### config.mk
export PLATFORM = sky130hd
export DESIGN_NAME = clock_disp
export DESIGN_NICKNAME = d
export VERILOG_FILES = /design/src/rtl/clock_disp_pkg.sv /design/src/rtl/clock_disp_seg7_decode.sv /design/src/rtl/clock_disp.sv
export SDC_FILE = /design/constraint.sdc
export NUM_CORES = 1
export LEC_CHECK = 0
export CAP_MARGIN = 30
export CORE_ASPECT_RATIO = 1.75
export CORE_MARGIN = 1.5
export CORE_UTILIZATION = 45
export CTS_CLUSTER_DIAMETER = 60
export CTS_CLUSTER_SIZE = 10
export DETAILED_ROUTE_END_ITERATION = 6
export PLACE_DENSITY = 0.77
export SYNTH_ARGS = -nofsm -noshare
export SYNTH_HDL_FRONTEND = slang
export SYNTH_HIERARCHICAL = 1
export SYNTH_SLANG_ARGS = --single-unit
export TNS_END_PERCENT = 20
### constraint.sdc
create_clock -name clk -period 5.74 [get_ports clk]
set_input_delay 1.148 -clock clk [delete_from_list [all_inputs] [get_ports clk]]
set_output_delay 1.148 -clock clk [all_outputs]
set_load 0.05 [all_outputs]
### src/rtl/clock_disp_pkg.sv
// Shared definitions for the clock/display block: seven-segment patterns
// (active-low {g,f,e,d,c,b,a}) and the scan-index type.
package clock_disp_pkg;

    typedef logic [1:0] scan_idx_t;

    localparam logic [6:0] SEG_0     = 7'h40;
    localparam logic [6:0] SEG_1     = 7'h79;
    localparam logic [6:0] SEG_2     = 7'h24;
    localparam logic [6:0] SEG_3     = 7'h30;
    localparam logic [6:0] SEG_4     = 7'h19;
    localparam logic [6:0] SEG_5     = 7'h12;
    localparam logic [6:0] SEG_6     = 7'h02;
    localparam logic [6:0] SEG_7     = 7'h78;
    localparam logic [6:0] SEG_8     = 7'h00;
    localparam logic [6:0] SEG_9     = 7'h10;
    localparam logic [6:0] SEG_BLANK = 7'h7F;

endpackage

### src/rtl/clock_disp_seg7_decode.sv
// Combinational BCD to active-low seven-segment decoder.
// Non-decimal codes (10..15) show a blank digit.
module seg7_decode
    import clock_disp_pkg::*;
(
    input  logic [3:0] bcd,
    output logic [6:0] seg
);

    // Pattern lookup for one digit
    always_comb begin
        seg = SEG_BLANK;
        case (bcd)
            4'd0: seg = SEG_0;
            4'd1: seg = SEG_1;
            4'd2: seg = SEG_2;
            4'd3: seg = SEG_3;
            4'd4: seg = SEG_4;
            4'd5: seg = SEG_5;
            4'd6: seg = SEG_6;
            4'd7: seg = SEG_7;
            4'd8: seg = SEG_8;
            4'd9: seg = SEG_9;
            default: seg = SEG_BLANK;
        endcase
    end

endmodule

### src/rtl/clock_disp.sv
// Clock divider and four-digit multiplexed seven-segment driver.
// Produces 1 Hz / 2 Hz enable pulses from a shared counter, a refresh strobe
// that advances the digit scan, and an optional blink square wave.
// Build option: define CLOCK_DISP_BLINK_EN to include the blink divider;
// otherwise CLK_BLINK is held at 0.
module clock_disp
    import clock_disp_pkg::*;
#(
    parameter int REF_HZ   = 100_000_000,
    parameter int FAST_HZ  = 1000,
    parameter int BLINK_HZ = 2
) (
    input  logic       clk,
    input  logic       RESET,
    input  logic [3:0] d0,
    input  logic [3:0] d1,
    input  logic [3:0] d2,
    input  logic [3:0] d3,
    output logic       CLK_1HZ,
    output logic       CLK_2HZ,
    output logic       CLK_FAST,
    output logic       CLK_BLINK,
    output logic [6:0] dispDigit,
    output logic [3:0] selector
);

    localparam int D1 = REF_HZ;
    localparam int D2 = REF_HZ / 2;
    localparam int DF = REF_HZ / FAST_HZ;
    localparam int W1 = $clog2(D1);
    localparam int WF = $clog2(DF);

    localparam logic [W1-1:0] D1_LAST = W1'(D1 - 1);
    localparam logic [W1-1:0] D2_LAST = W1'(D2 - 1);
    localparam logic [WF-1:0] DF_LAST = WF'(DF - 1);

    logic [W1-1:0] slow_cnt_reg;
    logic          clk_1hz_reg;
    logic          clk_2hz_reg;
    logic [WF-1:0] fast_cnt_reg;
    logic          clk_fast_reg;
    scan_idx_t     scan_idx_reg;
    scan_idx_t     scan_idx_next;
    logic [3:0]    digit_sel;

    // Shared 1 Hz / 2 Hz divider: the 1 Hz terminal count is also a 2 Hz tick
    always_ff @(posedge clk) begin
        if (RESET) begin
            slow_cnt_reg <= '0;
            clk_1hz_reg  <= 1'b0;
            clk_2hz_reg  <= 1'b0;
        end else begin
            if (slow_cnt_reg == D1_LAST)
                slow_cnt_reg <= '0;
            else
                slow_cnt_reg <= slow_cnt_reg + W1'(1);
            clk_1hz_reg <= (slow_cnt_reg == D1_LAST);
            clk_2hz_reg <= (slow_cnt_reg == D2_LAST) || (slow_cnt_reg == D1_LAST);
        end
    end

    // Refresh strobe divider
    always_ff @(posedge clk) begin
        if (RESET) begin
            fast_cnt_reg <= '0;
            clk_fast_reg <= 1'b0;
        end else begin
            if (fast_cnt_reg == DF_LAST)
                fast_cnt_reg <= '0;
            else
                fast_cnt_reg <= fast_cnt_reg + WF'(1);
            clk_fast_reg <= (fast_cnt_reg == DF_LAST);
        end
    end

`ifdef CLOCK_DISP_BLINK_EN
    localparam int DB = REF_HZ / (2 * BLINK_HZ);
    localparam int WB = $clog2(DB);
    localparam logic [WB-1:0] DB_LAST = WB'(DB - 1);

    logic [WB-1:0] blink_cnt_reg;
    logic          blink_reg;

    // Blink square wave: toggle on each terminal count of the half-period
    always_ff @(posedge clk) begin
        if (RESET) begin
            blink_cnt_reg <= '0;
            blink_reg     <= 1'b0;
        end else if (blink_cnt_reg == DB_LAST) begin
            blink_cnt_reg <= '0;
            blink_reg     <= ~blink_reg;
        end else begin
            blink_cnt_reg <= blink_cnt_reg + WB'(1);
        end
    end

    assign CLK_BLINK = blink_reg;
`else
    assign CLK_BLINK = 1'b0;
`endif

    // Scan index advances once per refresh strobe, wrapping naturally at 3
    always_comb begin
        scan_idx_next = scan_idx_reg;
        if (clk_fast_reg)
            scan_idx_next = scan_idx_reg + 2'd1;
    end

    // Scan index register
    always_ff @(posedge clk) begin
        if (RESET)
            scan_idx_reg <= '0;
        else
            scan_idx_reg <= scan_idx_next;
    end

    // Active-low one-hot anode select, one bit per digit
    generate
        for (genvar gi = 0; gi < 4; gi++) begin : g_sel
            assign selector[gi] = (scan_idx_reg != 2'(gi));
        end
    endgenerate

    // Route the selected digit to the decoder without registering it
    always_comb begin
        digit_sel = d0;
        case (scan_idx_reg)
            2'd0: digit_sel = d0;
            2'd1: digit_sel = d1;
            2'd2: digit_sel = d2;
            2'd3: digit_sel = d3;
            default: digit_sel = d0;
        endcase
    end

    seg7_decode u_decode (
        .bcd (digit_sel),
        .seg (dispDigit)
    );

    assign CLK_1HZ  = clk_1hz_reg;
    assign CLK_2HZ  = clk_2hz_reg;
    assign CLK_FAST = clk_fast_reg;

endmodule

Yosys cells after proc, flatten, opt, wreduce, memory -nomap -nowiden. Memory sizes are Yosys's and may differ from the RTL's. Cells that the tools add are included.

Add/sub/neg operators: 3. Eq/ne operators: 9. Multiplexer cells: 1. Reductions and logical operators: 5.

Operator list (number): adder 27 x 1 -> 27 bit (second input constant) (1); equality test 27 x 26 -> 1 bit (second input constant) (1); equality test 27 bit (second input constant) (1); adder 17 x 1 -> 17 bit (second input constant) (1); equality test 17 bit (second input constant) (1); one-hot mux 4 bit (4 select lines) (1); equality test 2 bit (second input constant) (2); != test 2 bit (second input constant) (2); OR reduction 2 bit (2); adder 2 x 1 -> 2 bit (second input constant) (1); equality test 2 x 1 -> 1 bit (second input constant) (1); zero test 2 bit (1); != test 2 x 1 -> 1 bit (second input constant) (1); nonzero test 2 bit (1); logical OR 1 bit (1).

Bits in registers: 49. Memory bits (read-only): 112. Input port bits: 18. Output and inout port bits: 15. Word-level logic and storage cells: 25. Memories: 1.

Memories: (name not given) (depth 16, bits a word 7, read ports 1, clocked after Yosys merged registers in 0, wr ports 0, line clock_disp_seg7_decode.sv:13) `case (bcd)`.

Logic depth before layout (Yosys ltp). An unclocked memory read counts as a cell.

Depth in word-level cells: 3. Gate-level depth with buffers: 9. Gate-level depth less buffers: 9.

Hierarchy. The synthesis kept the hierarchy.

Modules (own cells, without submodules): clock_disp (instances 1, cells an instance 278, area each 2479.9 sq um, seq. area each 980.9 sq um); seg7_decode (instances 1, cells an instance 33, area each 210.2 sq um, seq. area each 0.0 sq um).

Least setup slack after synthesis. OpenSTA, ideal clock, no wires.

Path type: input to output. Start point: input port d2[1]. End point: output port dispDigit[4]. Data arrival time: 3.077 ns. Slack: 1.515 ns. Stages on the path: 7. Buffers on the path: 0. Path through: a222oi_1 > mux2i_1 > inv_1 > ha_1 > nand2_1 > o21ai_0 > o21ai_0.

Word-level cells in the longest chain between the ends: 2.

Ends and longest elaborated chain: start, declared (line clock_disp.sv:17) `input logic [3:0] d2,`; one-hot mux 4 bit (4 select lines) (line clock_disp.sv:127) `case (scan_idx_reg)`; net digit_sel[1] (line clock_disp.sv:44) `logic [3:0] digit_sel;`; memory read (16 x 7 bit); end, declared (line clock_disp.sv:23) `output logic [6:0] dispDigit,`.

The timed path passes the listed nets, and every way through them passes these cells.

Worst setup path in the final report.
Start point: input port d2[1]. End point: output port dispDigit[3].

The elaborated chain is that of the path after synthesis.

==> impl_metrics.py <==
metrics = {
    "synthesis": {
        "synth_edf_count": 0,
        "synth_ff_type": "dfxtp_1",
        "synthesis.nets": 341,
        "yosysWarnings": 6,
        "synthCells": 311,
        "ys_seq_elements": 49,
        "avgSynthCellArea_um2": 8.65,
        "ys_async_sr_fraction_pct": 0,
        "netlist_area_mm2": 0.00269,
        "ys_seq_area_share_pct": 36.5,
        "ys_types": 47,
    },
    "floorplan": {
        "core_mm2": 0.00583,
        "start_util_pct": 46.1,
        "die_w_um": 61.4,
        "dieArea_mm2": 0.00647,
        "rows": 37,
        "die_h_um": 105,
        "io_pins": 33,
    },
    "clock_network": {
        "cts_buffers": 5,
        "cts_tree": "done",
        "insertion_delay_ns": 0.30,
        "cts_buffer_depth": 2,
        "clock_sinks": 49,
        "cts_resized": 0,
        "path_clk_slew_ns": 0.10,
        "htreeDepth": 2,
        "cts-hold-fix-buffers": 0,
        "cts_root_buf": "clkbuf_8",
        "cts_setup_buffers": 0,
    },
    "worst_setup_path": {
        "path_cells": "clkdlybuf4s50_1 > a222oi_1 > mux2i_1 > inv_1 > ha_1 > or2_1 > a21oi_2 > a31oi_1 > clkdlybuf4s50_1",
        "critPathBufInv": 3,
        "crit_slowest_cell": "clkdlybuf4s50_1",
        "critical_path.max_fanout": 6,
        "slowest_delay_ns": 0.74,
        "cp-endpoint": "dispDigit[3]",
        "crit_path_end_kind": "output pin",
        "start_kind": "input pin",
        "worstReg2RegStart": "slow_cnt_reg[10]$_SDFF_PP0_",
        "crit_family": "buffers and inverters",
        "cp_num_cells": 9,
        "cp_data_arrival_time_ns": 3.59,
        "critPathKind": "in -> out",
        "worstPathRequired_ns": 4.59,
        "r2r_cells": 4,
        "rrSetupSlack_ns": 3.69,
        "crit_top_cell": "clkdlybuf4s50_1",
        "crit_start": "d2[1]",
        "r2r_end": "slow_cnt_reg[9]$_SDFF_PP0_",
    },
    "timing": {
        "setup_tns_ns": 0,
        "setup_viol": 0,
        "finalHoldViolations": 0,
        "slew_headroom_pct": 47.1,
        "grt_setup_unrepaired": "false",
        "max_freq_ghz": 0.211,
        "max_slew.worst_pin.slew_ns": 0.771,
        "fin_skew_ns": 0.0126,
        "period_minus_slack_ns": 4.74,
        "final.period_utilization_pct": 82.6,
        "finalMaxSlewViolations": 0,
    },
    "route": {
        "vias_per_cell": 5.50,
        "drcViolationCount": 0,
        "drt_iter0_markers": 122,
        "via_count": 2275,
        "wire_per_inst_um": 13.4,
        "finalWirelength_um": 5550,
        "dr.pass1.iters": 4,
        "ant_nets": 0,
    },
    "cells_and_area": {
        "drive_gt1_share_pct": 5.06,
        "largest_reg_flops": 27,
        "fillers": 558,
        "syn_to_final_growth_pct": 16.1,
        "n_antenna_cell": 0,
        "design_area_mm2": 0.00312,
        "final_net_count": 365,
    },
    "power": {
        "leakagePower_uw": 0.00112,
        "seq_power_share_pct": 52.0,
        "swShare_pct": 23.6,
        "power_frac_comb_pct": 9.7,
        "clkPwrFrac_pct": 38.2,
        "switchingPower_uw": 159,
        "p_int_uw": 514,
        "power_density_mw_per_mm2": 215,
        "vdd_ir_drop_max_v": 0.000173,
    },
    "hold_path": {
        "worst_hold_path_type": "reg -> reg",
    },
    "grt": {
        "grt_pass1_wl_um": 9270,
        "grt-ovfl-total": 0,
        "track_usage_pct": 18.3,
        "grt_max_degree": 20,
        "grt_pass1_vias": 2198,
        "antenna_found_initial": 0,
    },
    "placement": {
        "port_buffers": 31,
        "hpwl_um": 4210,
        "gp_congestion": 0.814,
        "placed_cell_area_mm2": 0.00300,
    },
    "status": {
        "outcome": "finished, final reports clean",
    },
    "flow_run": {
        "maxCapViolCount": 0,
    },
}
[area by class of cell]
type	count	area [um^2]	share of cell area [%]
Clock buffer	6	82.6	2.64
Timing Repair Buffer	31	310	9.94
Multi-Input combinational cell	229	1540	49.4
Sequential cell	49	981	31.4
Inverter	19	71.3	2.28
Clock inverter	2	37.5	1.20
Tap cell	78	97.6	3.12
[power groups by stage]
stage                     clock network [uW]  registers [uW]  logic [uW]
after floorplan                            0             357        43.1
after global placement                     0             358        64.9
after detailed placement                   0             358        66.0
after CTS                                264             350        66.2
after global routing                     277             351        72.0
final                                    257             350        65.5
[cells in the mapped netlist, types with 2 or more instances]
cell | instances | share of area, %
buf_6 | 4 | 1.7
dfxtp_1 | 49 | 36
xnor2_1 | 10 | 3.3
and4bb_2 | 2 | 0.93
and2_1 | 2 | 0.47
o211ai_1 | 2 | 0.56
and3_1 | 4 | 0.93
nand3_1 | 14 | 2.6
and4_1 | 7 | 2.3
or4_1 | 8 | 2.2
nor4b_1 | 3 | 0.98
a222oi_1 | 4 | 1.5
nand4_1 | 12 | 2.8
a21oi_1 | 17 | 3.2
inv_1 | 19 | 2.7
nor4bb_1 | 2 | 0.74
or3_1 | 6 | 1.4
o21ai_0 | 12 | 2.2
clkbuf_1 | 6 | 0.84
nor2_1 | 34 | 4.7
mux2i_1 | 5 | 1.9
xor2_1 | 14 | 4.6
nand2_1 | 21 | 2.9
o31ai_1 | 8 | 2.2
nor3_1 | 4 | 0.74
a31oi_1 | 3 | 0.70
nand2b_1 | 5 | 1.2
buf_4 | 3 | 0.84
nor4_1 | 2 | 0.47
ha_1 | 12 | 5.6
[how the worst min path moves through the flow]
stage,from,to,slack (ns),cells after the start
2_1_floorplan,slow_cnt_reg[0]$_SDFF_PP0_,slow_cnt_reg[0]$_SDFF_PP0_,0.43,1
3_3_place_gp,fast_cnt_reg[0]$_SDFF_PP0_,fast_cnt_reg[0]$_SDFF_PP0_,0.44,1
3_5_place_dp,fast_cnt_reg[0]$_SDFF_PP0_,fast_cnt_reg[0]$_SDFF_PP0_,0.44,1
4_1_cts,fast_cnt_reg[0]$_SDFF_PP0_,fast_cnt_reg[0]$_SDFF_PP0_,0.47,1
5_1_grt,fast_cnt_reg[0]$_SDFF_PP0_,fast_cnt_reg[0]$_SDFF_PP0_,0.49,1
6_report,fast_cnt_reg[0]$_SDFF_PP0_,fast_cnt_reg[0]$_SDFF_PP0_,0.47,1
[through the flow]
stage	instances	util, %	power [uW]	hold slack [ns]	setup slack [ns]
final	414	53.5	672	0.466	1.00
after global routing	414	53.5	700	0.494	0.804
after CTS	414	53.5	680	0.467	1.01
after detailed placement	406	51.5	424	0.445	1.01
after global placement	406	51.5	423	0.442	1.06
after floorplan	311	-	400	0.426	1.52
[worst reg2reg max path, stage by stage (launching register included)]
cell	delay (ns)
dfxtp_1	0.34
nor4_1	0.45
nand4b_1	0.27
o31ai_4	0.74
nor2_1	0.11
[layer usage]
layer	routed length (um)	up-vias	global-route usage, %
met5	0	-	0
met3	240	7	4.05
li1	-	1157	-
met1	2160	1063	18.8
met4	85	0	6.69
met2	3060	48	34.0
[cell usage in the layout (no fill, tap or decap), types with 2 or more instances in the layout]
| cell type | n |
|---|---|
| a21oi_1 | 17 |
| a222oi_1 | 4 |
| a31oi_1 | 3 |
| and2_1 | 2 |
| and3_1 | 4 |
| and4_1 | 7 |
| and4bb_2 | 2 |
| clkbuf_8 | 6 |
| clkdlybuf4s50_1 | 31 |
| dfxtp_1 | 49 |
| ha_1 | 12 |
| inv_1 | 19 |
| mux2i_1 | 5 |
| nand2_1 | 21 |
| nand2b_1 | 5 |
| nand3_1 | 14 |
| nand4_1 | 12 |
| nor2_1 | 34 |
| nor3_1 | 4 |
| nor4_1 | 2 |
| nor4b_1 | 3 |
| nor4bb_1 | 2 |
| o211ai_1 | 2 |
| o21ai_0 | 12 |
| o31ai_1 | 8 |
| or3_1 | 6 |
| or4_1 | 8 |
| xnor2_1 | 10 |
| xor2_1 | 14 |
[logic make-up after synthesis]
group                      after synthesis  synth area share (%)
and+or+nand+nor                        137                  29.9
AOI/OAI and AO/OA                       50                  12.1
buffers and inverters                   33                  6.19
other                                    1                 0.139
xor gates and xnor gates                24                  7.81
adders and majority gates               12                  5.58
DFF                                     49                  36.5
muxes                                    5                  1.86
Note: power is estimated with default switching activity, not from simulation.
==> RTL change 1 (same settings) <==
The parameter `FAST_HZ` goes from 1000 to 4000.
--- a/src/rtl/clock_disp.sv
+++ b/src/rtl/clock_disp.sv
@@ -7,7 +7,7 @@
     import clock_disp_pkg::*;
 #(
     parameter int REF_HZ   = 100_000_000,
-    parameter int FAST_HZ  = 1000,
+    parameter int FAST_HZ  = 4000,
     parameter int BLINK_HZ = 2
 ) (
     input  logic       clk,
Check against the original RTL: no difference found for any inputs over 10 cycles, from zero or initial values and one cycle with RESET high; that may be too few to reach the edited logic, so the function may still have changed.
==> RTL change 1 against the original RTL <==
  * Routed wire length rose by 0.94%
  * Setup slack got worse by 0.11 ns
  * Synthesized area shrank 2.5%
  * Critical path depth is the same
  * Sequential cell count shrank 2
  * Cell count fell by 0.72%
  * Total power rose by 3.7%
  * Sequential share of layout area down 0.87 points
  * Cell area is 1.4% lower
  * Critical path type unchanged
  * Worst hold slack got worse by 0.017 ns
  * Maximum frequency shrank 2.3%
  * Die area decreased by 2.4%
  * First-iteration DRC count down 29%
==> RTL change 1: results (changes against the original RTL) <==
[status]
status = finished, final reports clean

[synth]
synth.avg_cell_area_um2 = 8.46  ; -2.2%
synth.yosys.seq_area_share_pct = 35.9  ; -0.59 points
synth_area_leaders = dfxtp_1, ha_1, nor2_1
syn-num-nets = 340  ; -0.29%
yosysTopAreaCellShare_pct = 35.9  ; -0.59 points
yosys_warnings = 6  ; unchanged
synth.distinct_cells = 48  ; +2.1%
ys_async_sr_fraction_pct = 0  ; unchanged
ys_top_cells_by_count = dfxtp_1, nor2_1, inv_1

[finish]
fillers = 519  ; -7.0%
drive_above_1_share_pct = 6.57  ; +1.5 points
fin_nets = 364  ; -0.27%
antenna_cells = 0  ; unchanged
largest_reg_flops = 27  ; unchanged

[placed_design]
gp_congestion = 0.773  ; -5.0%
io_buffers = 31  ; unchanged
dp_hpwl_mm = 4.01  ; -4.9%
dpl_worst_slack_ns = 0.867  ; -0.142 ns
placed_cells = 403  ; -0.74%

[global_routing]
grt_pass1_wl_mm = 9.16  ; -1.2%
grt_use_met2_pct = 32.6  ; -1.3 points
grtUsageTotal_pct = 18.1  ; -0.21 points
use_met3_pct = 3.48  ; -0.57 points
grt_max_degree = 20  ; unchanged
met1_usage_pct = 19.6  ; +0.87 points
first_global_vias = 2202  ; +0.18%
antenna_found_initial = 0  ; unchanged

[clocking]
cts_buffers = 5  ; unchanged
ctsHoldBuffers = 0  ; unchanged
root_buffer = clkbuf_8
cts_resized = 0  ; unchanged
htreeDepth = 2  ; unchanged
cts.path.max_buffers = 2  ; unchanged
cts_setup_buffers = 0  ; unchanged
clock_latency_ns = 0.30  ; about the same
clkTransAtPathRegs_ns = 0.08  ; -0.02 ns

[power]
p_leak_nw = 1.10  ; -1.9%
peakVddDrop_mv = 0.144  ; -17%

[setup_path]
crit_fanout = 6  ; unchanged
slowest_delay_ns = 0.83  ; +0.09 ns
cp_top_family = buffers and inverters
timing.critical_path.slowest_stage_cell = clkdlybuf4s50_1
cp.arrival_ns = 3.70  ; +0.11 ns

[routing]
drt_first_pass_iters = 4  ; unchanged
dr_total_vias = 2317  ; +1.8%
drt_iter0_markers = 87  ; -29%
via_per_inst = 5.64  ; +2.6%
wl_mm = 5.60  ; +0.94%

[min_path]
min_path_type = flip-flop to flip-flop

[timing]
worst_pin_slew_ns = 0.860  ; +0.0886 ns
skew_ns = 0.00800  ; -0.00457 ns

## RTL change 1: changes by cell type in the layout (fill, tap and decap cells not counted), moves of 2 or more
cell,unedited run,this run
o21ai_0,12,10
and4bb_2,2,0
nor4bb_1,2,4
or4_1,8,11
nand2_1,21,18
and3_1,4,6
and4_1,7,3
xnor2_1,10,6
or2_2,0,3
buf_4,0,2
dfxtp_1,49,47
nor4b_1,3,0
## RTL change 1: layout make-up
class,count,area share [%]
sequential,47,30.5
timing repair buffer,33,10.6
clock inverter,3,2.19
multi-input combinational,227,48.9
tap,76,3.09
inverter,20,2.44
clock buffer,5,2.23
## RTL change 1: worst paths after layout
path	slack, ns	cells after the start	startpoint	endpoint
worst max-delay path	0.89	9	d2[1]	dispDigit[4]
worst min-delay path	0.45	1	slow_cnt_reg[0]	slow_cnt_reg[0]
worst max register to register	3.45	4	slow_cnt_reg[16]	slow_cnt_reg[5]
worst min register to register	0.45	1	slow_cnt_reg[0]	slow_cnt_reg[0]
## RTL change 1: routing by layer
metal / up-vias / part of all wire (%)
li1: 1159 / -
met1: 1091 / 41
met2: 56 / 53
met3: 11 / 4.4
met4: 0 / 1.6
met5: - / 0
## RTL change 1: report_power, final
part / switching [mW] / leakage, nW / internal (mW)
combinational: 0.0413 / 0.655 / 0.0302
sequential: 0.00718 / 0.380 / 0.332
clock: 0.113 / 0.0644 / 0.174
total: 0.161 / 1.10 / 0.536
## RTL change 1: per-stage QoR
stage,util [%],instance area (um^2)
finish,55.2,3080
global route,55.2,3080
CTS,55.2,3080
detailed placement,52.7,2940
global placement,52.7,2940
floorplan,-,2620
## RTL change 1: logic make-up after synthesis
kind of cell | synth area share (%)
compound gates | 13.8
xor+xnor | 7.01
fa+ha+maj | 5.73
buf+inv | 6.63
flops | 35.9
mux | 1.91
other cells | 0.143
simple gates | 28.9
==> RTL change 2 (same settings) <==
Made on the original files. Register the inputs `d0`, `d1`, `d2` and `d3` before use, with the module's reset. The logic sees them one clock later.
--- a/src/rtl/clock_disp.sv
+++ b/src/rtl/clock_disp.sv
@@ -33,6 +33,25 @@
     localparam logic [W1-1:0] D1_LAST = W1'(D1 - 1);
     localparam logic [W1-1:0] D2_LAST = W1'(D2 - 1);
     localparam logic [WF-1:0] DF_LAST = WF'(DF - 1);
+
+    logic [3:0] d0_q;
+    logic [3:0] d1_q;
+    logic [3:0] d2_q;
+    logic [3:0] d3_q;
+
+    always_ff @(posedge clk) begin
+        if (RESET) begin
+            d0_q <= '0;
+            d1_q <= '0;
+            d2_q <= '0;
+            d3_q <= '0;
+        end else begin
+            d0_q <= d0;
+            d1_q <= d1;
+            d2_q <= d2;
+            d3_q <= d3;
+        end
+    end
 
     logic [W1-1:0] slow_cnt_reg;
     logic          clk_1hz_reg;
@@ -123,13 +142,13 @@
 
     // Route the selected digit to the decoder without registering it
     always_comb begin
-        digit_sel = d0;
+        digit_sel = d0_q;
         case (scan_idx_reg)
-            2'd0: digit_sel = d0;
-            2'd1: digit_sel = d1;
-            2'd2: digit_sel = d2;
-            2'd3: digit_sel = d3;
-            default: digit_sel = d0;
+            2'd0: digit_sel = d0_q;
+            2'd1: digit_sel = d1_q;
+            2'd2: digit_sel = d2_q;
+            2'd3: digit_sel = d3_q;
+            default: digit_sel = d0_q;
         endcase
     end
 
Check against the original RTL: not equivalent (a bounded check fails within 4 cycles, from zero or initial values and one cycle with RESET high).
==> RTL change 2 against the original RTL <==
  * Total power increased by 54%
  * Cell area is 19% higher
  * Sequential power is 34% higher
  * Die area rose by 15%
  * Worst hold slack worse by 0.020 ns
  * Largest cell class unchanged
  * Sequential cell count grew 16
  * Routed wire length up 14%
  * Critical path depth rose by 1
  * Largest power group is now clock
  * Setup slack improved by 0.46 ns
  * Highest routed layer unchanged
  * Synthesized area grew 15%
==> RTL change 2: results (changes against the original RTL) <==
[status]
status = finished, final reports clean

[clocking]
cts_setup_buffers = 0  ; unchanged
cts.path.max_buffers = 2  ; unchanged
clock_latency_ns = 0.33  ; +0.03 ns
cts_buffers = 9  ; +4
clkTransAtPathRegs_ns = 0.05  ; -0.05 ns
root_buffer = clkbuf_16
htreeDepth = 3  ; +1

[global_routing]
grt_pass1_wl_mm = 11.0  ; +19%
antenna_found_initial = 0  ; unchanged
first_global_vias = 2542  ; +16%
grtUsageTotal_pct = 18.7  ; +0.38 points
grt_max_degree = 28  ; +40%

[timing]
skew_ns = 0.00766  ; -0.00490 ns
slew-limit-headroom_pct = 38.2  ; -8.9 points

[synth]
ys_top_cells_by_count = dfxtp_1, nor2_1, nand3_1
yosys_warnings = 6  ; unchanged
synth_area_leaders = dfxtp_1, nor2_1, ha_1
synth.yosys.seq_area_share_pct = 42.0  ; +5.5 points
synth.distinct_cells = 46  ; -2.1%
syn-num-nets = 379  ; +11%
synth_ff_type = dfxtp_1

[setup_path]
cp.arrival_ns = 3.13  ; -0.46 ns

[power]
sw_frac_of_total_pct = 23.1  ; -0.53 points
peakVddDrop_mv = 0.151  ; -13%
p_leak_nw = 1.32  ; +18%

[routing]
via_per_inst = 5.51  ; +0.30%
drt_first_pass_iters = 6  ; +2
drt_iter0_markers = 215  ; +76%
avgRoutedWirePerCell_um = 13.6  ; +1.6%

[finish]
fillers = 572  ; +2.5%
fin_nets = 406  ; +11%
seq_area_mm2 = 0.00130  ; +33%
drive_above_1_share_pct = 7.09  ; +2.0 points

[placed_design]
dp_hpwl_mm = 4.58  ; +8.7%
io_buffers = 31  ; unchanged
gp_congestion = 0.899  ; +10%

[min_path]
min_path_type = flip-flop to flip-flop

==> RTL change 2: changes by cell type in the layout (fill, tap and decap cells not counted), sizes merged, moves of 3 or more <==
cell and change:
nor2b +16, nand3 +5, inv -4, clkbuf +6
nand2 -3, nor2 +7, nor4 +3, dfxtp +16
==> RTL change 2: per-stage QoR <==
stage          std cells  hold WS (ns)  cell area, um^2  setup slack, ns  util, %
6_report             463         0.446             3710             1.46     56.3
5_1_grt              463         0.486             3710             1.21     56.3
4_1_cts              463         0.454             3710             1.45     56.3
3_5_place_dp         447         0.434             3430             1.81     52.1
3_3_place_gp         447         0.429             3430             1.94     52.1
2_1_floorplan        349         0.417             3100             1.88        -
==> RTL change 2: path summary, 6_finish.rpt <==
| check | start | endpoint | slack (ns) | cells after the start |
|---|---|---|---|---|
| worst max register to register | slow_cnt_reg[0] | slow_cnt_reg[10] | 3.25 | 5 |
| worst min register to register | fast_cnt_reg[0] | fast_cnt_reg[0] | 0.45 | 1 |
| worst max-delay path | scan_idx_reg[0] | dispDigit[3] | 1.46 | 10 |
| worst min-delay path | fast_cnt_reg[0] | fast_cnt_reg[0] | 0.45 | 1 |
==> RTL change 2: cell type report <==
cell class	instances	share of cell area, %
inverter	15	1.52
sequential	65	35.1
clock inverter	4	0.777
multi-input combinational	253	44.6
clock buffer	12	6.65
timing repair buffer	32	8.58
tap	82	2.77
==> RTL change 2: kinds of logic after synthesis <==
group	count (synthesis)	synth area share [%]
flip-flops	65	42.0
AND/OR/NAND/NOR	161	29.7
buffers and inverters	31	4.72
AO/OA/AOI/OAI	49	9.93
other	1	0.121
XOR/XNOR	25	7.06
adder cells (fa/ha/maj)	12	4.84
multiplexers	5	1.61
==> RTL change 2: power by group through the flow <==
stage / sequential [mW] / clock (mW) / combinational, mW
after CTS: 0.467 / 0.504 / 0.0755
final: 0.468 / 0.492 / 0.0748
after floorplan: 0.475 / 0 / 0.0498
after global routing: 0.468 / 0.525 / 0.0805
after detailed placement: 0.477 / 0 / 0.0747
after global placement: 0.477 / 0 / 0.0733
==> RTL change 2: critical path, stage by stage, from the launching register on <==
cell and delay (ns):
dfxtp_1 0.39, inv_1 0.10, ha_1 0.26, a222oi_1 0.33, mux2i_1 0.22, inv_1 0.17
ha_1 0.17, or2_1 0.12, a21oi_2 0.07, a31oi_1 0.16, clkdlybuf4s50_1 0.82
==> RTL change 2: layer usage <==
layer,routed length [um],vias to the layer above,GRT usage [%]
met1,2520,1208,19.5
met4,121,0,8.47
met2,3430,43,33.8
met5,0,-,0
li1,-,1292,-
met3,235,9,4.97
